## config.mk

```make
export PLATFORM = sky130hd
export DESIGN_NAME = pmod_adc_sampler
export DESIGN_NICKNAME = d
export VERILOG_FILES = /design/src/rtl/pmod_adc_pkg.sv /design/src/rtl/spi_sclk_gen.sv /design/src/rtl/pmod_adc_sampler.sv
export SDC_FILE = /design/constraint.sdc
export NUM_CORES = 1
export LEC_CHECK = 0
export ABC_CLOCK_PERIOD_IN_PS = 5200
export CORE_AREA = 2 2 107 109
export CTS_BUF_LIST = sky130_fd_sc_hd__clkbuf_16
export DETAILED_ROUTE_END_ITERATION = 7
export DIE_AREA = 0 0 109 111
export GPL_TIMING_DRIVEN = 0
export PLACE_DENSITY = 0.76
export SYNTH_ARGS = -nofsm -noshare
export SYNTH_HDL_FRONTEND = slang
export SYNTH_SLANG_ARGS = --single-unit
```

## constraint.sdc

```tcl
create_clock -name clk -period 5.2 [get_ports clk]
set_clock_uncertainty 0.2 [all_clocks]
set_input_delay 1.04 -clock clk [delete_from_list [all_inputs] [get_ports clk]]
set_output_delay 1.04 -clock clk [all_outputs]
set_load 0.02 [all_outputs]
```

## src/rtl/pmod_adc_pkg.sv

```systemverilog
// Shared types and default geometry for the PMOD ADC sampler.
package pmod_adc_pkg;

  typedef enum logic [2:0] {
    IDLE  = 3'd0,
    SETUP = 3'd1,
    SHIFT = 3'd2,
    HOLD  = 3'd3,
    GAP   = 3'd4
  } state_t;

  localparam int unsigned DEF_CLK_DIV     = 4;
  localparam int unsigned DEF_FRAME_BITS  = 16;
  localparam int unsigned DEF_SAMPLE_BITS = 12;
  localparam int unsigned DEF_CS_SETUP    = 2;

endpackage

```

## src/rtl/spi_sclk_gen.sv

```systemverilog
// SCLK divider for the sampler: high/low phases of CLK_DIV cycles, a sample
// strobe on the last high cycle, and a frame-done strobe after the final pulse.
module spi_sclk_gen #(
  parameter int unsigned CLK_DIV    = 4,
  parameter int unsigned FRAME_BITS = 16,
  parameter int unsigned TAIL       = 2
) (
  input  logic clk,
  input  logic resetn,
  input  logic run,
  output logic sclk,
  output logic sample_stb,
  output logic frame_done
);

  logic [15:0] div_cnt;
  logic [15:0] bit_cnt;
  logic        phase;     // 0 = high phase, 1 = low phase
  logic        last_bit;
  logic        term;

  // The final low phase is shortened to TAIL so csb rises TAIL cycles after the last fall.
  always_comb begin
    last_bit = (bit_cnt == 16'(FRAME_BITS - 1));
    if (phase && last_bit) term = (div_cnt == 16'(TAIL - 1));
    else                   term = (div_cnt == 16'(CLK_DIV - 1));
  end

  assign sclk       = run & ~phase;
  assign sample_stb = run & ~phase & term;
  assign frame_done = run & phase & last_bit & term;

  always_ff @(posedge clk or negedge resetn) begin
    if (!resetn) begin
      div_cnt <= '0;
      bit_cnt <= '0;
      phase   <= 1'b0;
    end else if (!run) begin
      div_cnt <= '0;
      bit_cnt <= '0;
      phase   <= 1'b0;
    end else if (term) begin
      div_cnt <= '0;
      phase   <= ~phase;
      if (phase) bit_cnt <= bit_cnt + 16'd1;
    end else begin
      div_cnt <= div_cnt + 16'd1;
    end
  end

endmodule

```

## src/rtl/pmod_adc_sampler.sv

```systemverilog
// SPI master and conversion scheduler for a PMOD ADC (single-shot or periodic).
// Define ADC_SAMPLER_THRESH_EN to add a threshold port gating the interrupt.
module pmod_adc_sampler
  import pmod_adc_pkg::*;
#(
  parameter int unsigned CLK_DIV     = DEF_CLK_DIV,
  parameter int unsigned FRAME_BITS  = DEF_FRAME_BITS,
  parameter int unsigned SAMPLE_BITS = DEF_SAMPLE_BITS,
  parameter int unsigned CS_SETUP    = DEF_CS_SETUP
) (
  input  logic                   clk,
  input  logic                   resetn,
  input  logic                   enable,
  input  logic                   start,
  input  logic                   continuous,
  input  logic [15:0]            period,
  input  logic                   irq_ack,
`ifdef ADC_SAMPLER_THRESH_EN
  input  logic [SAMPLE_BITS-1:0] threshold,
`endif
  output logic                   spi_csb,
  output logic                   spi_sclk,
  output logic                   spi_sdo,
  input  logic                   spi_sdi,
  output logic [FRAME_BITS-1:0]  raw_frame,
  output logic [SAMPLE_BITS-1:0] sample,
  output logic                   sample_valid,
  output logic                   busy,
  output logic                   irq,
  output logic                   overrun
);

  state_t                state, state_n;
  logic [15:0]           ph_cnt;
  logic [15:0]           per_cnt;
  logic [FRAME_BITS-1:0] shreg;
  logic                  shifting;
  logic                  cs_active;
  logic                  sample_stb;
  logic                  frame_done;
  logic                  ph_last;
  logic                  period_due;
  logic                  commit;
  logic                  irq_hit;

  assign shifting = (state == SHIFT);

  spi_sclk_gen #(
    .CLK_DIV   (CLK_DIV),
    .FRAME_BITS(FRAME_BITS),
    .TAIL      (CS_SETUP)
  ) u_sclk_gen (
    .clk       (clk),
    .resetn    (resetn),
    .run       (shifting),
    .sclk      (spi_sclk),
    .sample_stb(sample_stb),
    .frame_done(frame_done)
  );

  // per_cnt is 0 on the csb-fall cycle, so expiry is one cycle before it reaches period.
  always_comb begin
    ph_last    = (ph_cnt == 16'(CS_SETUP - 1));
    period_due = (({1'b0, per_cnt} + 17'd1) >= {1'b0, period});
  end

  always_comb begin
    state_n = state;
    case (state)
      IDLE:  if (start) state_n = SETUP;
      SETUP: if (ph_last) state_n = SHIFT;
      SHIFT: if (frame_done) state_n = HOLD;
      HOLD: begin
        if (ph_last) begin
          if (!continuous)     state_n = IDLE;
          else if (period_due) state_n = SETUP;
          else                 state_n = GAP;
        end
      end
      GAP: begin
        if (!continuous)     state_n = IDLE;
        else if (period_due) state_n = SETUP;
      end
      default: state_n = IDLE;
    endcase
    if (!enable) state_n = IDLE;
  end

  always_comb begin
    cs_active = (state == SETUP) || (state == SHIFT);
    commit    = (state == SHIFT) && (state_n == HOLD);
`ifdef ADC_SAMPLER_THRESH_EN
    irq_hit   = (shreg[SAMPLE_BITS-1:0] >= threshold);
`else
    irq_hit   = 1'b1;
`endif
  end

  assign spi_csb = ~cs_active;
  assign busy    = cs_active;
  assign spi_sdo = 1'b0;
  assign sample  = raw_frame[SAMPLE_BITS-1:0];

  always_ff @(posedge clk or negedge resetn) begin
    if (!resetn) state <= IDLE;
    else         state <= state_n;
  end

  always_ff @(posedge clk or negedge resetn) begin
    if (!resetn) begin
      ph_cnt  <= '0;
      per_cnt <= '0;
    end else begin
      if (state_n != state)                    ph_cnt <= '0;
      else if (state == SETUP || state == HOLD) ph_cnt <= ph_cnt + 16'd1;

      if (state_n == SETUP && state != SETUP) per_cnt <= '0;
      else if (state != IDLE)                 per_cnt <= per_cnt + 16'd1;
    end
  end

  always_ff @(posedge clk or negedge resetn) begin
    if (!resetn) begin
      shreg        <= '0;
      raw_frame    <= '0;
      sample_valid <= 1'b0;
    end else begin
      if (sample_stb) shreg <= {shreg[FRAME_BITS-2:0], spi_sdi};
      sample_valid <= commit;
      if (commit) raw_frame <= shreg;
    end
  end

  // Set has priority over a same-cycle acknowledge.
  always_ff @(posedge clk or negedge resetn) begin
    if (!resetn) begin
      irq     <= 1'b0;
      overrun <= 1'b0;
    end else begin
      if (commit && irq_hit) irq <= 1'b1;
      else if (irq_ack)      irq <= 1'b0;

      if (start && cs_active) overrun <= 1'b1;
      else if (irq_ack)       overrun <= 1'b0;
    end
  end

endmodule

```

==> run metrics, run 1 <==
run status=finished clean; clock root cell=clkbuf_16; peak supply drop=0.185 mV; dpl cells=786; initial core utilization=53.1%; YS warnings=0; Row Count=39; Finished Layout Cells=802; die width=109 um; HP Class=register to register; f_max=233 MHz; GR Overflow Total=0; total power=1.66 mW; min-delay src=raw_frame[15]$_DFFE_PN0P_; CP Data Required Time=5.22 ns; synth unique cells=63; H-tree Lvls=3; area growth from synthesis to layout=17.7%; reg2reg path depth=14; overall routing resource usage=21.1%; Top delay family on crit path=simple AND/OR/NAND/NOR gates; post-route cell area=0.00692 mm2; Buffers on Ports=56; DIE HEIGHT=111 um; Post-DP Area=0.00664 mm2; critical path data arrival time=4.31 ns; hold path depth=1; critical-path cell list=nand3_1, or4_1, inv_1, nand2_1, xnor2_1, ha_1, nand4_1, nor4_1, nor3_1, o221ai_1, o21ba_1, clkbuf_1, buf_2, a211oi_1; fraction of registers with async set/reset=100%; Synth Flop Type=dfrtp_1; WP buf/inv=3; CTS Buf Count=9; Final WS setup=0.911 ns; Crit. path cell count=14; vias in the first global route=4390; worst slack, placed=0.811 ns; Total Neg Setup Slack=0 ns; routed len/inst=14.6 um; DR iter-0 viols=165; DR vias=4393; clk_lat worst skew=0.35 ns; static leakage=3.11 nW; nets@finish=698; Pwr per Cell Area=240 mW/mm2; RR Startpoint=per_cnt[0]$_DFFE_PN0P_; fraction of layout cells with a size suffix above 1=14.9%; Slowest-stage cell, CP=or4_1; Synth Instances=586; first-pass GRT wire length=20400 um; # setup viols final=0; crit path launch type=register; Placer Congestion=0.892; CTS tree=built; min Tclk post-route=4.29 ns; post-route clock period utilization=82.5%; Clock Sinks=103; Mapped Area=0.00588 mm2; WL final=11700 um; Seq/Total Area, Yosys=43.9%; Detailed Place HPWL=8630 um; post_cts resized=0; Setup Fix Bufs, Post-CTS=0; Worst Tran Pin Value=0.606 ns; number of diodes=0; DRT Pass-1 Iters=4; Clock transition at path regs=0.07 ns; ANT nets after route=0; Vias/cell=5.48; die area=0.0121 mm2; RSZ-0062 raised after global routing=false; DRC errors left=0; crit end category=register; worst stage delay on the critical path=0.64 ns; syn avg cell area=10.0 um2; IO Count=58; initial antenna violation count=0; Mapped Nets=630; Max Slew Vio Count=0; CORE AREA=0.0111 mm2; CTS Hold Buffers Added=0; flop2flop setup slack=0.91 ns; Setup crit start=per_cnt[0]$_DFFE_PN0P_; Slew HR=59.3%; Crit Path Category=register to register; register bit count reported by yosys=103; largest net degree at the start of global routing=73; CP max FO=10; EDFF count, synth=0; max-cap violation count=0; CTS max path bufs=2; Fill cells=900; final hold vios=0
power breakdown:
group	switching, mW	leakage [nW]	internal, mW
clock network	0.304	0.138	0.326
registers	0.0176	1.43	0.816
logic	0.117	1.54	0.0787
cells in the final DEF (no fill, tap or decap), types with 8 or more instances in the layout:
master           count
nand4_1             18
nand3_1             24
buf_4               15
a21oi_1             15
and3_1              14
clkbuf_16            9
nor4_1              10
buf_2               11
nand2_1             33
xor2_1              21
xnor2_1             46
mux2_2              24
mux2_4               8
a211oi_1            16
o21ai_0              8
nor2_1              76
ha_1                21
clkdlybuf4s50_1     55
dfrtp_1            103
inv_1               37
cells in the mapped netlist, types with 3 or more instances:
cell type,n,share of area [%]
ha_1,21,4.5
mux2i_1,3,0.51
mux2_2,24,4.6
nor4bb_1,3,0.51
or2_2,3,0.32
a2111o_1,3,0.57
o21ai_0,8,0.68
xnor2_1,46,6.9
or3_1,4,0.43
nor3_1,7,0.60
mux2_4,8,2.0
and3_1,14,1.5
inv_1,36,2.3
o311ai_0,4,0.60
nor3b_1,3,0.38
nor2b_1,4,0.43
a21oi_1,15,1.3
nand4_1,18,1.9
nor2_1,76,4.9
clkbuf_1,7,0.45
nor4_1,10,1.1
nand3_1,24,2.0
a31o_2,5,0.75
nand2_1,33,2.1
a211oi_1,16,2.0
dfrtp_1,103,44
buf_4,14,1.8
xor2_1,21,3.1
buf_2,11,0.94
state kept, by name, summed over array words and instances (netlist names):
| signal | count |
|---|---|
| ph_cnt | 16 |
| sample_valid | 1 |
| shreg | 16 |
| raw_frame | 16 |
| state | 3 |
| u_sclk_gen.div_cnt | 16 |
| u_sclk_gen.bit_cnt | 16 |
| per_cnt | 16 |
| overrun | 1 |
| u_sclk_gen.phase | 1 |
| irq | 1 |
metrics by stage:
stage                     hold WS [ns]  util (%)
after global placement           0.287      59.7
after CTS                        0.312      62.4
after global routing             0.338      62.4
after detailed placement         0.297      60.0
final                            0.313      62.4
after floorplan                  0.261         -
final cells by class:
type | count | area (um2) | area share (%)
multi-input cells | 412 | 2950 | 42.6
repair buffers | 57 | 586 | 8.47
clock buffers | 9 | 225 | 3.26
clock inverters | 7 | 50.0 | 0.724
inverters | 36 | 135 | 1.95
plain buffers | 35 | 216 | 3.13
well taps | 143 | 179 | 2.59
flip-flops and latches | 103 | 2580 | 37.3
cell families after synthesis:
| family | Yosys count | synth area share (%) |
|---|---|---|
| simple gates | 217 | 19.2 |
| fa+ha+maj | 21 | 4.47 |
| flops | 103 | 43.9 |
| compound gates | 71 | 9.30 |
| xor+xnor | 67 | 9.99 |
| mux | 35 | 7.15 |
| other cells | 1 | 0.0638 |
| buf+inv | 71 | 5.98 |
worst reg2reg max path, delay by kind of cell (launching register included):
family | cells | cell delay, ns
DFF | 1 | 0.44
buffers and inverters | 3 | 0.71
AOI/OAI and AO/OA | 3 | 0.81
adders and majority gates | 1 | 0.28
xor gates and xnor gates | 1 | 0.14
and+or+nand+nor | 6 | 1.58
layer usage:
metal	vias to the layer above	global-route usage, %	wire length, um
met5	-	0	0
met4	0	8.72	206
met3	14	3.23	327
met2	62	34.3	5840
met1	2140	27.9	5340
li1	2177	-	-
final timing paths:
| path | to |
|---|---|
| hold reg to reg | raw_frame[15]$_DFFE_PN0P_ |
| setup / recovery | ph_cnt[4]$_DFFE_PN0P_ |
| min in group asynchronous | u_sclk_gen.div_cnt[5]$_DFF_PN0_ |
| max in group asynchronous | raw_frame[11]$_DFFE_PN0P_ |
| setup reg to reg | ph_cnt[4]$_DFFE_PN0P_ |
| hold / removal | raw_frame[15]$_DFFE_PN0P_ |
No activity file was read; power rests on OpenSTA's default activity.
==> inputs of run 2 (changes only) <==
--- a/config.mk
+++ b/config.mk
@@ -5,13 +5,13 @@
 export SDC_FILE = /design/constraint.sdc
 export NUM_CORES = 1
 export LEC_CHECK = 0
-export ABC_CLOCK_PERIOD_IN_PS = 5200
-export CORE_AREA = 2 2 107 109
+export ABC_CLOCK_PERIOD_IN_PS = 3900
+export CORE_AREA = 2 2 110 112
 export CTS_BUF_LIST = sky130_fd_sc_hd__clkbuf_16
 export DETAILED_ROUTE_END_ITERATION = 7
-export DIE_AREA = 0 0 109 111
+export DIE_AREA = 0 0 112 114
 export GPL_TIMING_DRIVEN = 0
-export PLACE_DENSITY = 0.76
+export PLACE_DENSITY = 0.75
 export SYNTH_ARGS = -nofsm -noshare
 export SYNTH_HDL_FRONTEND = slang
 export SYNTH_SLANG_ARGS = --single-unit
==> constraint.sdc (replaced) <==
create_clock -name clk -period 3.9 [get_ports clk]
set_clock_uncertainty 0.2 [all_clocks]
set_input_delay 0.78 -clock clk [delete_from_list [all_inputs] [get_ports clk]]
set_output_delay 0.78 -clock clk [all_outputs]
set_load 0.02 [all_outputs]
==> run 2 against run 1 <==
Sequential cell count unchanged. Non-clock buffer count increased by 4. Clock power increased by 51%. Register-to-register slack got worse by 0.71 ns. Global-route usage decreased by 1.5 points. Utilization decreased by 1.6 points. Setup slack got worse by 0.71 ns. Sequential power increased by 34%. Critical path type unchanged. Largest power group unchanged. Highest routed layer unchanged.
==> run metrics, run 2 (synthesized netlist as in run 1, its figures left out) <==
total power=2.35 mW (was 1.66 mW); commonest non-fill, non-tap cell in the layout=dfrtp_1 (unchanged); CORE AREA=0.0117 mm2 (was 0.0111 mm2); Clock Sinks=103 (unchanged); GR Overflow Total=0 (unchanged); overall routing resource usage=19.6% (was 21.1%); post-route cell area=0.00712 mm2 (was 0.00692 mm2); f_max=270 MHz (was 233 MHz); Row Count=40 (was 39); CP Data Required Time=3.94 ns (was 5.22 ns); Vias/cell=5.45 (was 5.48); fraction of layout cells with a size suffix above 1=17.9% (was 14.9%); Slowest-stage cell, CP=or4_4 (was or4_1); DIE HEIGHT=114 um (was 111 um); RSZ-0062 raised after global routing=true (was false); Detailed Place HPWL=8590 um (was 8630 um); initial core utilization=50.2% (was 53.1%); dpl cells=790 (was 786); ANT nets after route=0 (unchanged); critical-path cell list=nand3_2, or4_4, inv_1, nand2_1, xnor2_1, ha_1, nand4_1, nor4_4, nor3_2, buf_4, o22ai_4, o31ai_4, buf_8, mux2_4 (was nand3_1, or4_1, inv_1, nand2_1, xnor2_1, ha_1, nand4_1, nor4_1, nor3_1, o221ai_1, o21ba_1, clkbuf_1, buf_2, a211oi_1); crit end category=register (unchanged); # setup viols final=0 (unchanged); IO Count=58 (unchanged); first-pass GRT wire length=20300 um (was 20400 um); Finished Core Util=60.8% (was 62.4%); vias in the first global route=4319 (was 4390); final hold vios=0 (unchanged); nets@finish=702 (was 698); static leakage=3.18 nW (was 3.11 nW); CP max FO=10 (unchanged); Slew HR=55.8% (was 59.3%); CTS tree=built (unchanged); Multi-input gate area=0.00305 mm2 (was 0.00295 mm2); Pwr per Cell Area=331 mW/mm2 (was 240 mW/mm2); HP Class=input port to async pin (was register to register); routed len/inst=15.0 um (was 14.6 um); H-tree Lvls=3 (unchanged); Clock transition at path regs=0.07 ns (about the same); area growth from synthesis to layout=21.2% (was 17.7%); worst slack, placed=-0.365 ns (was 0.811 ns); initial antenna violation count=0 (unchanged); min Tclk post-route=3.70 ns (was 4.29 ns); WL final=12100 um (was 11700 um); number of diodes=0 (unchanged); Max Slew Vio Count=0 (unchanged); Fill cells=951 (was 900); CTS Hold Buffers Added=0 (unchanged); worst stage delay on the critical path=0.57 ns (was 0.64 ns); commonest non-fill, non-tap cells in the layout=101 x dfrtp_1, 76 x nor2_1, 55 x clkdlybuf4s50_1 (was 103 x dfrtp_1, 76 x nor2_1, 55 x clkdlybuf4s50_1); clock root cell=clkbuf_16 (unchanged); DRT Pass-1 Iters=5 (was 4); Post-DP Area=0.00665 mm2 (was 0.00664 mm2); post-route clock period utilization=94.8% (was 82.5%); Worst Tran Pin Value=0.659 ns (was 0.606 ns); CTS max path bufs=2 (unchanged); die width=112 um (was 109 um); die area=0.0128 mm2 (was 0.0121 mm2); critical path data arrival time=3.73 ns (was 4.31 ns); Sequential Area=0.00258 mm2 (about the same); DR iter-0 viols=200 (was 165); CTS Buf Count=9 (unchanged); Buffers on Ports=56 (unchanged); Final WS setup=0.202 ns (was 0.911 ns); Crit Path Category=register to register (unchanged); Placer Congestion=0.869 (was 0.892); crit path launch type=register (unchanged); DR vias=4418 (was 4393); clk_lat worst skew=0.35 ns (about the same); DRC errors left=0 (unchanged); largest net degree at the start of global routing=68 (was 73); Finished Layout Cells=810 (was 802); run status=finished clean (unchanged); peak supply drop=0.343 mV (was 0.185 mV); flop2flop setup slack=0.20 ns (was 0.91 ns); max-cap violation count=0 (unchanged)
## run 2: worst paths after layout
check	start	end	cells past startpoint
worst max-delay path	per_cnt[0]$_DFFE_PN0P_	raw_frame[12]$_DFFE_PN0P_	14
worst min-delay path	resetn	u_sclk_gen.bit_cnt[4]$_DFFE_PN0P_	1
worst max register to register	per_cnt[0]$_DFFE_PN0P_	raw_frame[12]$_DFFE_PN0P_	14
worst min register to register	raw_frame[15]$_DFFE_PN0P_	raw_frame[15]$_DFFE_PN0P_	1
max in group asynchronous	resetn	per_cnt[0]$_DFFE_PN0P_	2
min in group clk	raw_frame[15]$_DFFE_PN0P_	raw_frame[15]$_DFFE_PN0P_	1
## run 2: what timing repair did
item,CTS,global route
endpoints found under the hold margin,0,0
setup buffers,2,4
cloned,0,0
endpoints found under the setup margin,44,44
gates resized for setup,5,18
pin swaps,2,7
## run 2: stage by stage
step | hold slack, ns | TNS (ns)
detailed placement | 0.295 | -8.87
global route | 0.224 | -0.0131
global placement | 0.287 | -205.22
floorplan | 0.261 | 0
CTS | 0.201 | 0
finish | 0.190 | 0
## run 2: cell type report
| type | instances | area share (%) |
|---|---|---|
| Sequential cell | 103 | 36.2 |
| Inverter | 36 | 1.90 |
| Clock buffer | 9 | 3.16 |
| Buffer | 33 | 3.02 |
| Tap cell | 147 | 2.58 |
| Clock inverter | 7 | 1.32 |
| Multi-Input combinational cell | 412 | 42.8 |
| Timing Repair Buffer | 63 | 9.03 |
## run 2: metal layers
layer | vias to the layer above | wire length (um) | part of all wire [%] | track usage [%]
met3 | 16 | 508 | 4.2 | 5.47
met4 | 0 | 137 | 1.1 | 4.88
met5 | - | 0 | 0 | 0
met2 | 92 | 6200 | 51 | 34.1
li1 | 2180 | - | - | -
met1 | 2130 | 5300 | 44 | 24.5
## run 2: worst max-delay path: cells and delay by family, from the launching register on
family	cells	cell delay (ns)
and+or+nand+nor	6	1.46
buffers and inverters	3	0.46
DFF	1	0.42
AOI/OAI and AO/OA	2	0.34
muxes	1	0.30
adders and majority gates	1	0.27
xor gates and xnor gates	1	0.13
## run 2: power by group
group / leakage, nW / internal (mW) / total (mW) / switching (mW)
combinational: 1.60 / 0.114 / 0.285 / 0.171
sequential: 1.43 / 1.09 / 1.12 / 0.0272
clock: 0.154 / 0.563 / 0.953 / 0.390
==> inputs of run 3 (changes only) <==
--- a/config.mk
+++ b/config.mk
@@ -10,7 +10,7 @@
 export CTS_BUF_LIST = sky130_fd_sc_hd__clkbuf_16
 export DETAILED_ROUTE_END_ITERATION = 7
 export DIE_AREA = 0 0 112 114
-export GPL_TIMING_DRIVEN = 0
+export GPL_TIMING_DRIVEN = 1
 export PLACE_DENSITY = 0.75
 export SYNTH_ARGS = -nofsm -noshare
 export SYNTH_HDL_FRONTEND = slang
==> run 3 against run 2 <==
Sequential power is essentially flat. Count of clock-buffer cells in the layout is the same. Sequential share of layout area rose by 1.1 points. Largest power group unchanged. Sequential cell count unchanged.
==> run metrics, run 3 (synthesized netlist as in run 1, its figures left out) <==
commonest non-fill, non-tap cells in the layout=103 x dfrtp_1, 75 x nor2_1, 55 x clkdlybuf4s50_1 (was 101 x dfrtp_1, 76 x nor2_1, 55 x clkdlybuf4s50_1); commonest non-fill, non-tap cell in the layout=dfrtp_1 (unchanged); clock root cell=clkbuf_16 (unchanged); Final WS setup=0.196 ns (was 0.202 ns); most used cell along the critical path=buf_4; Crit Path Category=register to register (unchanged); crit end category=register (unchanged); static leakage=3.06 nW (was 3.18 nW); CORE AREA=0.0117 mm2 (unchanged); run status=finished clean (unchanged); WL final=11900 um (was 12100 um); number of diodes=0 (unchanged); Detailed Place HPWL=8630 um (was 8590 um); IO Count=58 (unchanged); area growth from synthesis to layout=17.5% (was 21.2%); # setup viols final=0 (unchanged); fraction of layout cells with a size suffix above 1=14.6% (was 17.9%); flop2flop setup slack=0.20 ns (about the same); die width=112 um (unchanged); CP Data Required Time=3.93 ns (was 3.94 ns); f_max=270 MHz (about the same); CTS Buf Count=9 (unchanged); Clock Sinks=103 (unchanged); RSZ-0062 raised after global routing=false (was true); reg2reg path depth=14 (unchanged); initial core utilization=50.2% (unchanged); DR iter-0 viols=195 (was 200); vias in the first global route=4476 (was 4319); peak supply drop=0.196 mV (was 0.343 mV); Slew HR=56.9% (was 55.8%); CTS max path bufs=2 (unchanged); dpl cells=772 (was 790); overall routing resource usage=19.5% (was 19.6%); Total Neg Setup Slack=0 ns (unchanged); HP Class=input port to async pin (unchanged); CP max FO=18 (was 10); Max Slew Vio Count=0 (unchanged); nets@finish=681 (was 702); worst stage delay on the critical path=0.39 ns (was 0.57 ns); Worst Tran Pin Value=0.643 ns (was 0.659 ns); Placer Congestion=0.866 (was 0.869); RR Startpoint=per_cnt[1]$_DFFE_PN0P_ (was per_cnt[0]$_DFFE_PN0P_); Row Count=40 (unchanged); Buffers on Ports=56 (unchanged); clk_lat worst skew=0.35 ns (about the same); die area=0.0128 mm2 (unchanged); reg2reg end=raw_frame[0]$_DFFE_PN0P_ (was raw_frame[12]$_DFFE_PN0P_); Finished Layout Cells=789 (was 810); DIE HEIGHT=114 um (unchanged); Pwr per Cell Area=332 mW/mm2 (was 331 mW/mm2); CTS tree=built (unchanged); crit path launch type=register (unchanged); first-pass GRT wire length=20600 um (was 20300 um); DR vias=4381 (was 4418); Clock transition at path regs=0.07 ns (about the same); ANT nets after route=0 (unchanged); DRC errors left=0 (unchanged); DRT Pass-1 Iters=4 (was 5); Top delay family on crit path=simple AND/OR/NAND/NOR gates (unchanged); routed len/inst=15.1 um (was 15.0 um); critical-path cell list=ha_2, nand3_1, or2_2, xnor2_1, ha_1, nand4_1, nor3_1, a2111oi_2, buf_4, nor3_2, buf_4, o31ai_4, buf_12, mux2_2 (was nand3_2, or4_4, inv_1, nand2_1, xnor2_1, ha_1, nand4_1, nor4_4, nor3_2, buf_4, o22ai_4, o31ai_4, buf_8, mux2_4); Slowest-stage cell, CP=dfrtp_1 (was or4_4); H-tree Lvls=3 (unchanged); worst slack, placed=0.0893 ns (was -0.365 ns); Vias/cell=5.55 (was 5.45); post-route clock period utilization=95.0% (was 94.8%); GR Overflow Total=0 (unchanged); WP buf/inv=3 (unchanged); initial antenna violation count=0 (unchanged); final hold vios=0 (unchanged); critical path data arrival time=3.73 ns (about the same); largest net degree at the start of global routing=60 (was 68); max-cap violation count=0 (unchanged); min Tclk post-route=3.70 ns (about the same)
## run 3: area by class of cell
cell class | count | area [um2]
inverters | 36 | 135
repair buffers | 75 | 738
well taps | 147 | 184
multi-input cells | 412 | 2970
clock inverters | 7 | 78.8
clock buffers | 9 | 225
flip-flops and latches | 103 | 2580
fillers | 953 | 4800
## run 3: timing repair
action	4_1_cts	5_1_grt
gates resized for setup	0	5
setup endpoints to repair	0	28
hold buffers	0	0
buffers inserted	0	1
## run 3: worst max path at each step
stage	startpoint	end	slack, ns	cells after the start
6_report	per_cnt[1]$_DFFE_PN0P_	raw_frame[0]$_DFFE_PN0P_	0.20	14
3_3_place_gp	period[4]	raw_frame[2]$_DFFE_PN0P_	0.13	12
4_1_cts	per_cnt[0]$_DFFE_PN0P_	ph_cnt[13]$_DFFE_PN0P_	0.1	14
2_1_floorplan	per_cnt[0]$_DFFE_PN0P_	raw_frame[10]$_DFFE_PN0P_	0.26	13
3_5_place_dp	period[2]	raw_frame[1]$_DFFE_PN0P_	0.09	12
5_1_grt	per_cnt[1]$_DFFE_PN0P_	raw_frame[0]$_DFFE_PN0P_	0.007	16
## run 3: routing by layer
layer | part of all wire (%) | routed length, um | vias up | GRT usage (%)
met3 | 3.6 | 433 | 18 | 3.08
met5 | 0 | 0 | - | 0
li1 | - | - | 2146 | -
met1 | 44 | 5200 | 2135 | 24.9
met4 | 2.1 | 251 | 0 | 7.89
met2 | 51 | 6050 | 82 | 33.5
## run 3: where the power goes
group	internal (mW)	switching (mW)	leakage, nW
Combinational	0.112	0.153	1.48
Sequential	1.09	0.0279	1.43
Clock	0.505	0.406	0.150
## run 3: worst reg2reg max path, cell delays in order (launching register included)
cell and delay, ns:
dfrtp_1 0.39, ha_2 0.22, nand3_1 0.11, or2_2 0.37, xnor2_1 0.16, ha_1 0.32
nand4_1 0.14, nor3_1 0.08, a2111oi_2 0.36, buf_4 0.19, nor3_2 0.06, buf_4 0.16
o31ai_4 0.28, buf_12 0.20, mux2_2 0.36
## run 3: stage by stage
stage | area [um2] | util, % | total power [mW] | hold slack, ns
6_report | 6910 | 59.0 | 2.29 | 0.238
5_1_grt | 6910 | 59.0 | 2.39 | 0.287
4_1_cts | 6880 | 58.7 | 2.30 | 0.259
3_5_place_dp | 6580 | 56.1 | 1.39 | 0.295
3_3_place_gp | 6580 | 56.1 | 1.38 | 0.288
2_1_floorplan | 5880 | - | 1.28 | 0.261
